==> src/rtl/yarp_wb_arbiter.sv <==
// yarp_wb_arbiter: arbitrates register-file writes from the execute unit and
// the load unit. Each source owns a one-entry holding slot; at most one slot
// is granted per cycle and the granted entry shows up on the registered
// regfile write port in the following cycle.
module yarp_wb_arbiter #(
    parameter int unsigned ARB_MODE = 0  // 0: fixed priority (load first), 1: round-robin
) (
    input  logic        clk,
    input  logic        reset,

    input  logic        ex_valid_i,
    input  logic [4:0]  ex_rd_i,
    input  logic [31:0] ex_data_i,
    output logic        ex_ready_o,

    input  logic        ld_valid_i,
    input  logic [4:0]  ld_rd_i,
    input  logic [31:0] ld_data_i,
    output logic        ld_ready_o,

    input  logic        d_cache_busy_i,

    output logic        rf_wr_en_o,
    output logic [4:0]  rf_rd_addr_o,
    output logic [31:0] rf_wr_data_o,
    output logic        pending_o
);

    // Holding slots
    logic        ex_v_q,    ex_v_d;
    logic [4:0]  ex_rd_q,   ex_rd_d;
    logic [31:0] ex_data_q, ex_data_d;
    logic        ld_v_q,    ld_v_d;
    logic [4:0]  ld_rd_q,   ld_rd_d;
    logic [31:0] ld_data_q, ld_data_d;

    // Ordering state: ld_older_q set when the ld entry predates the ex entry;
    // last_ld_q set when the most recent grant went to the ld slot.
    logic        ld_older_q, ld_older_d;
    logic        last_ld_q,  last_ld_d;

    // Registered outputs
    logic        wr_en_q,   wr_en_d;
    logic [4:0]  wr_rd_q,   wr_rd_d;
    logic [31:0] wr_data_q, wr_data_d;
    logic        pending_q, pending_d;

    logic ex_elig, ld_elig;
    logic gnt_ex, gnt_ld;
    logic ex_acc, ld_acc;
    logic ex_cap, ld_cap;

    // Grant selection between the two eligible slots
    always_comb begin
        ex_elig = ex_v_q & ~d_cache_busy_i;
        ld_elig = ld_v_q & ~d_cache_busy_i;
        gnt_ex  = 1'b0;
        gnt_ld  = 1'b0;
        if (ex_elig && ld_elig) begin
            if (ex_rd_q == ld_rd_q) begin
                // Same destination: the older write must land first.
                if (ld_older_q) gnt_ld = 1'b1;
                else            gnt_ex = 1'b1;
            end else if (ARB_MODE == 0) begin
                gnt_ld = 1'b1;
            end else if (last_ld_q) begin
                gnt_ex = 1'b1;
            end else begin
                gnt_ld = 1'b1;
            end
        end else begin
            gnt_ex = ex_elig;
            gnt_ld = ld_elig;
        end
    end

    // Handshake: a slot can take a new entry when empty or draining this cycle
    always_comb begin
        ex_ready_o = ~ex_v_q | gnt_ex;
        ld_ready_o = ~ld_v_q | gnt_ld;
        ex_acc     = ex_valid_i & ex_ready_o;
        ld_acc     = ld_valid_i & ld_ready_o;
        // Writes to x0 are accepted but never occupy a slot.
        ex_cap     = ex_acc & (ex_rd_i != 5'd0);
        ld_cap     = ld_acc & (ld_rd_i != 5'd0);
    end

    // Next-state for slots, ordering flags and the write port
    always_comb begin
        ex_v_d     = ex_v_q;
        ex_rd_d    = ex_rd_q;
        ex_data_d  = ex_data_q;
        ld_v_d     = ld_v_q;
        ld_rd_d    = ld_rd_q;
        ld_data_d  = ld_data_q;
        ld_older_d = ld_older_q;
        last_ld_d  = last_ld_q;
        wr_en_d    = gnt_ex | gnt_ld;
        wr_rd_d    = wr_rd_q;
        wr_data_d  = wr_data_q;

        // A capture on the same edge as a grant replaces the drained entry.
        if (ex_cap) begin
            ex_v_d    = 1'b1;
            ex_rd_d   = ex_rd_i;
            ex_data_d = ex_data_i;
        end else if (gnt_ex) begin
            ex_v_d    = 1'b0;
        end

        if (ld_cap) begin
            ld_v_d    = 1'b1;
            ld_rd_d   = ld_rd_i;
            ld_data_d = ld_data_i;
        end else if (gnt_ld) begin
            ld_v_d    = 1'b0;
        end

        // Age is decided at capture against whatever stays in the other slot.
        if (ex_cap && ld_cap) begin
            ld_older_d = 1'b1;
        end else if (ld_cap) begin
            ld_older_d = ~(ex_v_q & ~gnt_ex);
        end else if (ex_cap) begin
            ld_older_d = ld_v_q & ~gnt_ld;
        end

        if (gnt_ex) begin
            wr_rd_d   = ex_rd_q;
            wr_data_d = ex_data_q;
            last_ld_d = 1'b0;
        end else if (gnt_ld) begin
            wr_rd_d   = ld_rd_q;
            wr_data_d = ld_data_q;
            last_ld_d = 1'b1;
        end

        pending_d = ex_v_d | ld_v_d;
    end

    // State registers with asynchronous reset
    always_ff @(posedge clk or posedge reset) begin
        if (reset) begin
            ex_v_q     <= 1'b0;
            ex_rd_q    <= '0;
            ex_data_q  <= '0;
            ld_v_q     <= 1'b0;
            ld_rd_q    <= '0;
            ld_data_q  <= '0;
            ld_older_q <= 1'b0;
            last_ld_q  <= 1'b0;
            wr_en_q    <= 1'b0;
            wr_rd_q    <= '0;
            wr_data_q  <= '0;
            pending_q  <= 1'b0;
        end else begin
            ex_v_q     <= ex_v_d;
            ex_rd_q    <= ex_rd_d;
            ex_data_q  <= ex_data_d;
            ld_v_q     <= ld_v_d;
            ld_rd_q    <= ld_rd_d;
            ld_data_q  <= ld_data_d;
            ld_older_q <= ld_older_d;
            last_ld_q  <= last_ld_d;
            wr_en_q    <= wr_en_d;
            wr_rd_q    <= wr_rd_d;
            wr_data_q  <= wr_data_d;
            pending_q  <= pending_d;
        end
    end

    assign rf_wr_en_o   = wr_en_q;
    assign rf_rd_addr_o = wr_rd_q;
    assign rf_wr_data_o = wr_data_q;
    assign pending_o    = pending_q;

endmodule

==> config.mk <==
export PLATFORM = sky130hd
export DESIGN_NAME = yarp_wb_arbiter
export DESIGN_NICKNAME = d
export VERILOG_FILES = /design/src/rtl/yarp_wb_arbiter.sv
export SDC_FILE = /design/constraint.sdc
export NUM_CORES = 1
export LEC_CHECK = 0
export ABC_AREA = 0
export CAP_MARGIN = 0
export CORE_UTILIZATION = 53
export CTS_CLUSTER_SIZE = 10
export DETAILED_ROUTE_END_ITERATION = 12
export GPL_ROUTABILITY_DRIVEN = 0
export PLACE_DENSITY = 0.95
export SETUP_SLACK_MARGIN = 0.1
export SLEW_MARGIN = 20
export SYNTH_ARGS = -nofsm -noshare
export SYNTH_HDL_FRONTEND = slang
export SYNTH_SLANG_ARGS = --single-unit
export TNS_END_PERCENT = 50
==> constraint.sdc <==
create_clock -name clk -period 5.7 [get_ports clk]
set_input_delay 0.855 -clock clk [delete_from_list [all_inputs] [get_ports clk]]
set_output_delay 0.855 -clock clk [all_outputs]
set_load 0.02 [all_outputs]
### Word level (Yosys, flattened, before mapping)

Index checks and enable logic that the tools add are counted.
W data, S select, Z words.

* memories: 0
* memory bits (writable): 0
* latch bits: 0
* bits of input ports: 79
* logic and storage cells: 53
* output and inout bits: 41
* bits in registers: 116
* bits in read-only memories: 0

* shifts and indexed selects: 0
* order comparisons: 0
* mux-type cells: 17
* eq/ne operators: 1
* reductions and logical operators: 6
* add/subtract/negate cells: 0
* multiply operators: 0
* divide/modulo/power cells: 0
* bitwise operators: 18

Operators with widths (number)
* $mux W32: 2
* $mux W1: 13
* $mux W5: 2
* $reduce_bool A5 Y1: 2
* $and A1 B1 Y1: 8
* $not A1 Y1: 6
* $eq A5 B5 Y1: 1
* $or A1 B1 Y1: 4
* $reduce_bool A3 Y1: 1
* $logic_and A1 B1 Y1: 2
* $reduce_bool A2 Y1: 1

### Logic depth before layout (Yosys ltp)

Gate-level depths: netlist of run 1.

* depth in word-level cells: 10
* gate-level depth with buffers: 7
* gate-level depth less buffers: 5

### Least setup slack after synthesis of run 1

Ideal clock, no wire load.

* kind: input port to output port
* from: input d_cache_busy_i
* to: output ex_ready_o
* stages: 3
* path slack: 3.137 ns
* data arrival time: 1.708 ns
* data required time: 4.845 ns
* path through: nor2b_1 nand4b_1 o21ai_1

* word-level cells in the longest chain between the ends: 5
* elaborated cells on any way between the ends: 6
* classes of those cells: mux: 1; bitwise: 4; reduce/logical: 1

Ends and longest elaborated chain
* start: declaration: RTL line 21 `input logic d_cache_busy_i,`
* $not A1 Y1 (*): RTL line 55, 56
* $and A1 B1 Y1 (on tied branches): RTL line 55, 56
* $logic_and A1 B1 Y1: RTL line 59 `if (ex_elig && ld_elig) begin`
* $mux W1 (*): RTL line 59
* $or A1 B1 Y1 (*): RTL line 79 `ex_ready_o = ~ex_v_q | gnt_ex;`
* end: declaration: RTL line 14 `output logic ex_ready_o,`

Every way passes the cells marked *; elsewhere a longest branch is shown, timed or not.

### Worst setup path after layout of run 1

Ends and elaborated chain as after synthesis.

==> flow_summary.yaml, run 1 <==
detailed_routing:
  drt_pass1_iterations: 9
  via_per_inst: 5.412
  routed_wl_um: 11050
  drc: 8
  vias: 3247
  drtAntennaViolNets: 0
  post_drt_wl_per_cell_um: 18.42
  drt_iter0_drc: 111
critical_path:
  reg2regPathDepth: 5
  arrival_ns: 2.97
  critPathKind: "input port to output pin"
  cp.required_ns: 4.85
  endpoint_kind: "output pin"
  worstPathMaxFanout: 5
  crit_path_start_kind: "input port"
yosys:
  syn_area_um2: 4887
  yosysSeqAreaShare: 0.5940
  ys_ff_latch: 116
  synthMuxAreaShare: 0.2640
  syn-num-nets: 435
  synth_edf_count: 0
  synth_top_family_by_area: "multiplexers"
  ys.flop_type: "dfrtp_1"
  synthArstFlopShare: 1.000
  syn-instance-count: 356
  synth_compound_area_frac: 0.05786
  ys_warn_count: 0
  avgSynthCellArea_um2: 13.73
  synth_cell_type_count: 30
  synthSimpleGateAreaFrac: 0.04608
  synthAdderAreaFrac: 0
  synthXorXnorAreaFrac: 0.008961
cells_and_area:
  antenna_cells: 0
  area.growth.synth_to_final_pct: 37.51
  fillerInstances: 560
  finalNetCount: 559
  layout-drive-gt1-share: 0.2317
timing:
  hold_viol: 0
  max-slew-margin-rel: 0.4454
  setup_viol: 0
  setup_slack_ns: 1.874
  fin_skew_ns: 0.01065
  post-route-period-util: 0.6713
  fmax_ghz: 0.2613
  period_needed_ns: 3.826
  maxSlewViolCount: 0
  rsz0062_at_grt: "false"
  fin_tns_setup_ns: 0
  tightest_slew_ns: 0.8292
cts:
  clk_pin_slew_ns: 0.05
  cts_tree: "yes"
  hold_buffers: 0
  cts_made_buffers: 17
  insertion_delay_ns: 0.50
  cts_setup_buffers: 0
  cts_root_buf: "clkbuf_8"
  clock_path_buffers: 2
  cts_sinks: 116
  cts-htree-levels: 4
  ctsResizeCount: 0
power:
  leakagePower_uw: 0.002880
  power_density_nw_per_um2: 478.1
  irDropWorstVdd_v: 0.0003050
floorplan:
  die-area_um2: 9609
  core_area_um2: 8806
  die_w_um: 98.03
  io_pins: 120
  start_util: 0.5550
  die_y_um: 98.03
  row_count: 34
min_path:
  min_path_type: "flop to flop"
  hold_depth: 1
outcome:
  violations: "design-rule violations"
  outcome: "finished, violations left"
global_route:
  grt_max_degree: 70
  grt_pass1_vias: 3639
  gr-usage-all-layers: 0.2508
  antenna_found_initial: 0
  grt_overflow: 0
  grt_pass1_wl_um: 18330
placed_design:
  dp.final_hpwl_um: 7146
  dp_slack_ns: 1.934
  io_buffer_count: 119
flow_run:
  maxCapViolations: 0
-- critical path, cell delays in order --
cell	delay [ns]
clkdlybuf4s50_1	0.51
nor2b_4	0.16
nand4b_1	0.32
o21ai_1	0.43
clkdlybuf4s50_1	0.70
-- cell usage after synthesis (all sizes together), types with 2 or more instances --
master,number,area [µm²]
dfrtp,116,2903
mux2,73,919.6
nor2,38,142.6
a21oi,37,185.2
mux2i,37,370.4
buf,17,120.1
o21ai,6,30.03
nand2,5,18.77
xnor2,5,43.79
clkbuf,3,11.26
inv,3,11.26
nand4,2,12.51
nor2b,2,12.51
o211ai,2,20.02
or4,2,18.77
-- final timing paths --
kind / end / slack (ns) / from
setup reg to reg: ex_data_q[10] / 2.84 / ex_rd_q[0]
setup / recovery: ex_ready_o / 1.87 / d_cache_busy_i
min in group asynchronous: rf_wr_en_o / 0.87 / reset
max in group asynchronous: ex_data_q[26] / 3.70 / reset
hold / removal: ex_data_q[7] / 0.51 / ex_data_q[7]
hold reg to reg: ex_data_q[7] / 0.51 / ex_data_q[7]
-- cell type report --
class | count | area (µm²) | share of cell area
clock buffers | 20 | 425.4 | 0.06330
well taps | 108 | 135.1 | 0.02011
repair buffers | 125 | 1256 | 0.1869
multi-input cells | 217 | 1874 | 0.2789
inverters | 3 | 13.76 | 0.002048
flip-flops and latches | 116 | 2903 | 0.4319
clock inverters | 11 | 112.6 | 0.01676
-- placed cells by master (no fill, tap or decap), types with 3 or more instances in the layout --
cell type and count:
a21oi_1 37, buf_4 5, clkbuf_1 3, clkbuf_16 16, clkdlybuf4s50_1 119, clkinv_2 6
clkinvlp_4 3, dfrtp_1 116, mux2_2 47, mux2_4 26, mux2i_1 37, nand2_1 5
nor2_1 38, o21ai_0 4, xnor2_1 5
-- logic make-up after synthesis --
logic type	after synthesis
flip-flops	116
buffers and inverters	23
XOR/XNOR	5
multiplexers	110
AND/OR/NAND/NOR	52
AO/OA/AOI/OAI	50
-- registers in the layout (all words and copies together) (netlist names) --
| name | count |
|---|---|
| ex_data_q | 32 |
| ex_rd_q | 5 |
| ex_v_q | 1 |
| ld_data_q | 32 |
| ld_older_q | 1 |
| ld_rd_q | 5 |
| ld_v_q | 1 |
| pending_o | 1 |
| rf_rd_addr_o | 5 |
| rf_wr_data_o | 32 |
| rf_wr_en_o | 1 |
-- per-stage QoR --
step / cell area, µm² / power, µW / utilization / cells / hold WS (ns)
5_1_grt: 6720 / 3365 / 0.7631 / 600 / 0.5163
4_1_cts: 6693 / 3236 / 0.7600 / 599 / 0.5082
6_report: 6720 / 3213 / 0.7631 / 600 / 0.5051
3_5_place_dp: 6155 / 2239 / 0.6989 / 568 / 0.4937
2_1_floorplan: 4887 / 1829 / - / 356 / 0.4797
3_3_place_gp: 6155 / 2183 / 0.6989 / 568 / 0.4899
-- metal layers --
layer  part of all wire  GRT usage
met3              0.061    0.07015
met1               0.40     0.2968
met2               0.52     0.4258
met4              0.024     0.1154
met5                  0          0
-- where the power goes --
| group | leakage (µW) | internal, µW | switching (µW) | total (µW) |
|---|---|---|---|---|
| Clock | 0.000260 | 613 | 354 | 967 |
| Sequential | 0.00135 | 1120 | 184 | 1300 |
| Combinational | 0.00127 | 525 | 421 | 946 |
Note: power is estimated with default switching activity, not from simulation.
==> inputs of run 2 (changes only) <==
--- a/config.mk
+++ b/config.mk
@@ -7,11 +7,11 @@
 export LEC_CHECK = 0
 export ABC_AREA = 0
 export CAP_MARGIN = 0
-export CORE_UTILIZATION = 53
+export CORE_UTILIZATION = 45
 export CTS_CLUSTER_SIZE = 10
 export DETAILED_ROUTE_END_ITERATION = 12
 export GPL_ROUTABILITY_DRIVEN = 0
-export PLACE_DENSITY = 0.95
+export PLACE_DENSITY = 0.89
 export SETUP_SLACK_MARGIN = 0.1
 export SLEW_MARGIN = 20
 export SYNTH_ARGS = -nofsm -noshare
==> constraint.sdc (replaced) <==
create_clock -name clk -period 3.3 [get_ports clk]
set_input_delay 0.495 -clock clk [delete_from_list [all_inputs] [get_ports clk]]
set_output_delay 0.495 -clock clk [all_outputs]
set_load 0.02 [all_outputs]
==> flow_summary.yaml, run 2 (synthesis results as in run 1) <==
floorplan:
  row_count: 37
  start_util: 0.4692
  core_area_um2: 10420
  io_pins: 120
  die-area_um2: 11280
  die_w_um: 106.2
  die_y_um: 106.2
critical_path:
  endpoint_kind: "output pin"
  cp_top_family: "buffers and inverters"
  crit_chain: "xnor2_1, nand4_1, o21ai_1, inv_1, clkdlybuf4s50_1"
  cpMaxStageDelayCell: "clkdlybuf4s50_1"
  arrival_ns: 2.42
  worstPathMaxFanout: 4
  path_buf_inv: 2
  critPathMaxStageDelay_ns: 0.56
  critPathKind: "flop to output pin"
  cp.required_ns: 2.80
  crit_path_start_kind: "flop"
cts:
  cts_made_buffers: 17
  cts_setup_buffers: 0
  cts_tree: "yes"
  cts-htree-levels: 4
  cts_root_buf: "clkbuf_8"
  cts_sinks: 116
  clk_pin_slew_ns: 0.05
  clock_path_buffers: 2
  insertion_delay_ns: 0.51
cells_and_area:
  area.growth.synth_to_final_pct: 40.50
  layout-drive-gt1-share: 0.2390
  finalNetCount: 564
  antenna_cells: 0
  mostFrequentLayoutCells: "119 x clkdlybuf4s50_1, 116 x dfrtp_1, 47 x mux2_2, 38 x nor2_1"
  layout.cells.non_filler: 634
  layout_commonest_cell: "clkdlybuf4s50_1"
timing:
  holdWs_ns: 0.4571
  fin_skew_ns: 0.01347
  fmax_ghz: 0.3427
  setup_viol: 0
  post-route-period-util: 0.8842
  rsz0062_at_grt: "false"
  period_needed_ns: 2.918
  tightest_slew_ns: 0.7978
  hold_viol: 0
  setup_slack_ns: 0.3820
  maxSlewViolCount: 0
  max-slew-margin-rel: 0.4681
  fin_tns_setup_ns: 0
flow_run:
  maxCapViolations: 0
power:
  fin_total_pwr_uw: 5754
  irDropWorstVdd_v: 0.0004298
  leakagePower_uw: 0.002927
  power_density_nw_per_um2: 838.0
placed_design:
  io_buffer_count: 119
  dp_slack_ns: 0.3253
  dp.final_hpwl_um: 7192
  dpl.cell_count: 602
detailed_routing:
  drt_pass1_iterations: 4
  via_per_inst: 5.117
  wl_met3_um: 511
  vias: 3244
  wl_met1_um: 4683
  routed_wl_um: 10870
  post_drt_wl_per_cell_um: 17.14
  drt_iter0_drc: 112
  drc: 0
  drtAntennaViolNets: 0
  top_layer: "met4"
  dr_wl_met2_um: 5473
global_route:
  grt_overflow: 0
  gr-usage-all-layers: 0.2110
  grt_pass1_wl_um: 17870
  antenna_found_initial: 0
  grt_max_degree: 67
  grt_pass1_vias: 3617
outcome:
  outcome: "complete, no violations"
min_path:
  min_path_type: "input port to asynchronous set/reset pin"
-- run 2: path summary, 6_finish.rpt --
check / start / end / slack, ns / depth (start not counted)
max in group asynchronous: reset / rf_wr_data_o[28] / 2.08 / 3
max: ld_rd_q[1] / ld_ready_o / 0.38 / 5
min: reset / ld_data_q[4] / 0.46 / 2
min reg2reg: ex_data_q[6] / ex_data_q[6] / 0.51 / 1
min in group clk: ex_data_q[6] / ex_data_q[6] / 0.51 / 1
max reg2reg: ld_rd_q[0] / ld_data_q[28] / 0.89 / 6
-- run 2: layout make-up --
class                           count  area, µm²
Tap cell                          136      170.2
Inverter                            3      15.01
Clock buffer                       24      470.5
Fill cell                         757       3550
Timing Repair Buffer              130       1286
Sequential cell                   116       2903
Multi-Input combinational cell    217       1874
Clock inverter                      8      147.6
-- run 2: power breakdown --
group,switching (µW),total (µW),leakage (µW),internal (µW)
clock,617,1900,0.000292,1280
combinational,708,1620,0.00128,912
sequential,304,2230,0.00135,1930
-- run 2: worst reg2reg max path, delay by kind of cell (launching register included) --
| kind | cells | cell delay [ns] |
|---|---|---|
| flip-flops | 1 | 0.41 |
| AO/OA/AOI/OAI | 1 | 0.66 |
| XOR/XNOR | 1 | 0.16 |
| multiplexers | 1 | 0.37 |
| buffers and inverters | 2 | 0.55 |
| AND/OR/NAND/NOR | 1 | 0.14 |
-- run 2: what timing repair did --
item / in CTS / in global routing
resized for setup: 0 / 1
endpoints found under the setup margin: 0 / 1
hold buffers: 0 / 0
-- run 2: per-layer routing --
layer,vias to the layer above,track usage
met4,0,0.09623
met1,1617,0.2559
li1,1508,-
met5,-,0
met2,101,0.3455
met3,18,0.06376
-- run 2: stage by stage --
stage,area [µm²],utilization
after floorplan,4891,-
after global placement,6248,0.5999
after detailed placement,6248,0.5999
after CTS,6867,0.6592
after global routing,6867,0.6592
final,6867,0.6592
==> inputs of run 3 (changes only) <==
--- a/config.mk
+++ b/config.mk
@@ -6,6 +6,7 @@
 export NUM_CORES = 1
 export LEC_CHECK = 0
 export ABC_AREA = 0
+export ABC_CLOCK_PERIOD_IN_PS = 3300
 export CAP_MARGIN = 0
 export CORE_UTILIZATION = 45
 export CTS_CLUSTER_SIZE = 10
==> results of run 3 <==
No change in the layout: final DEF, timing and power equal those of run 2.
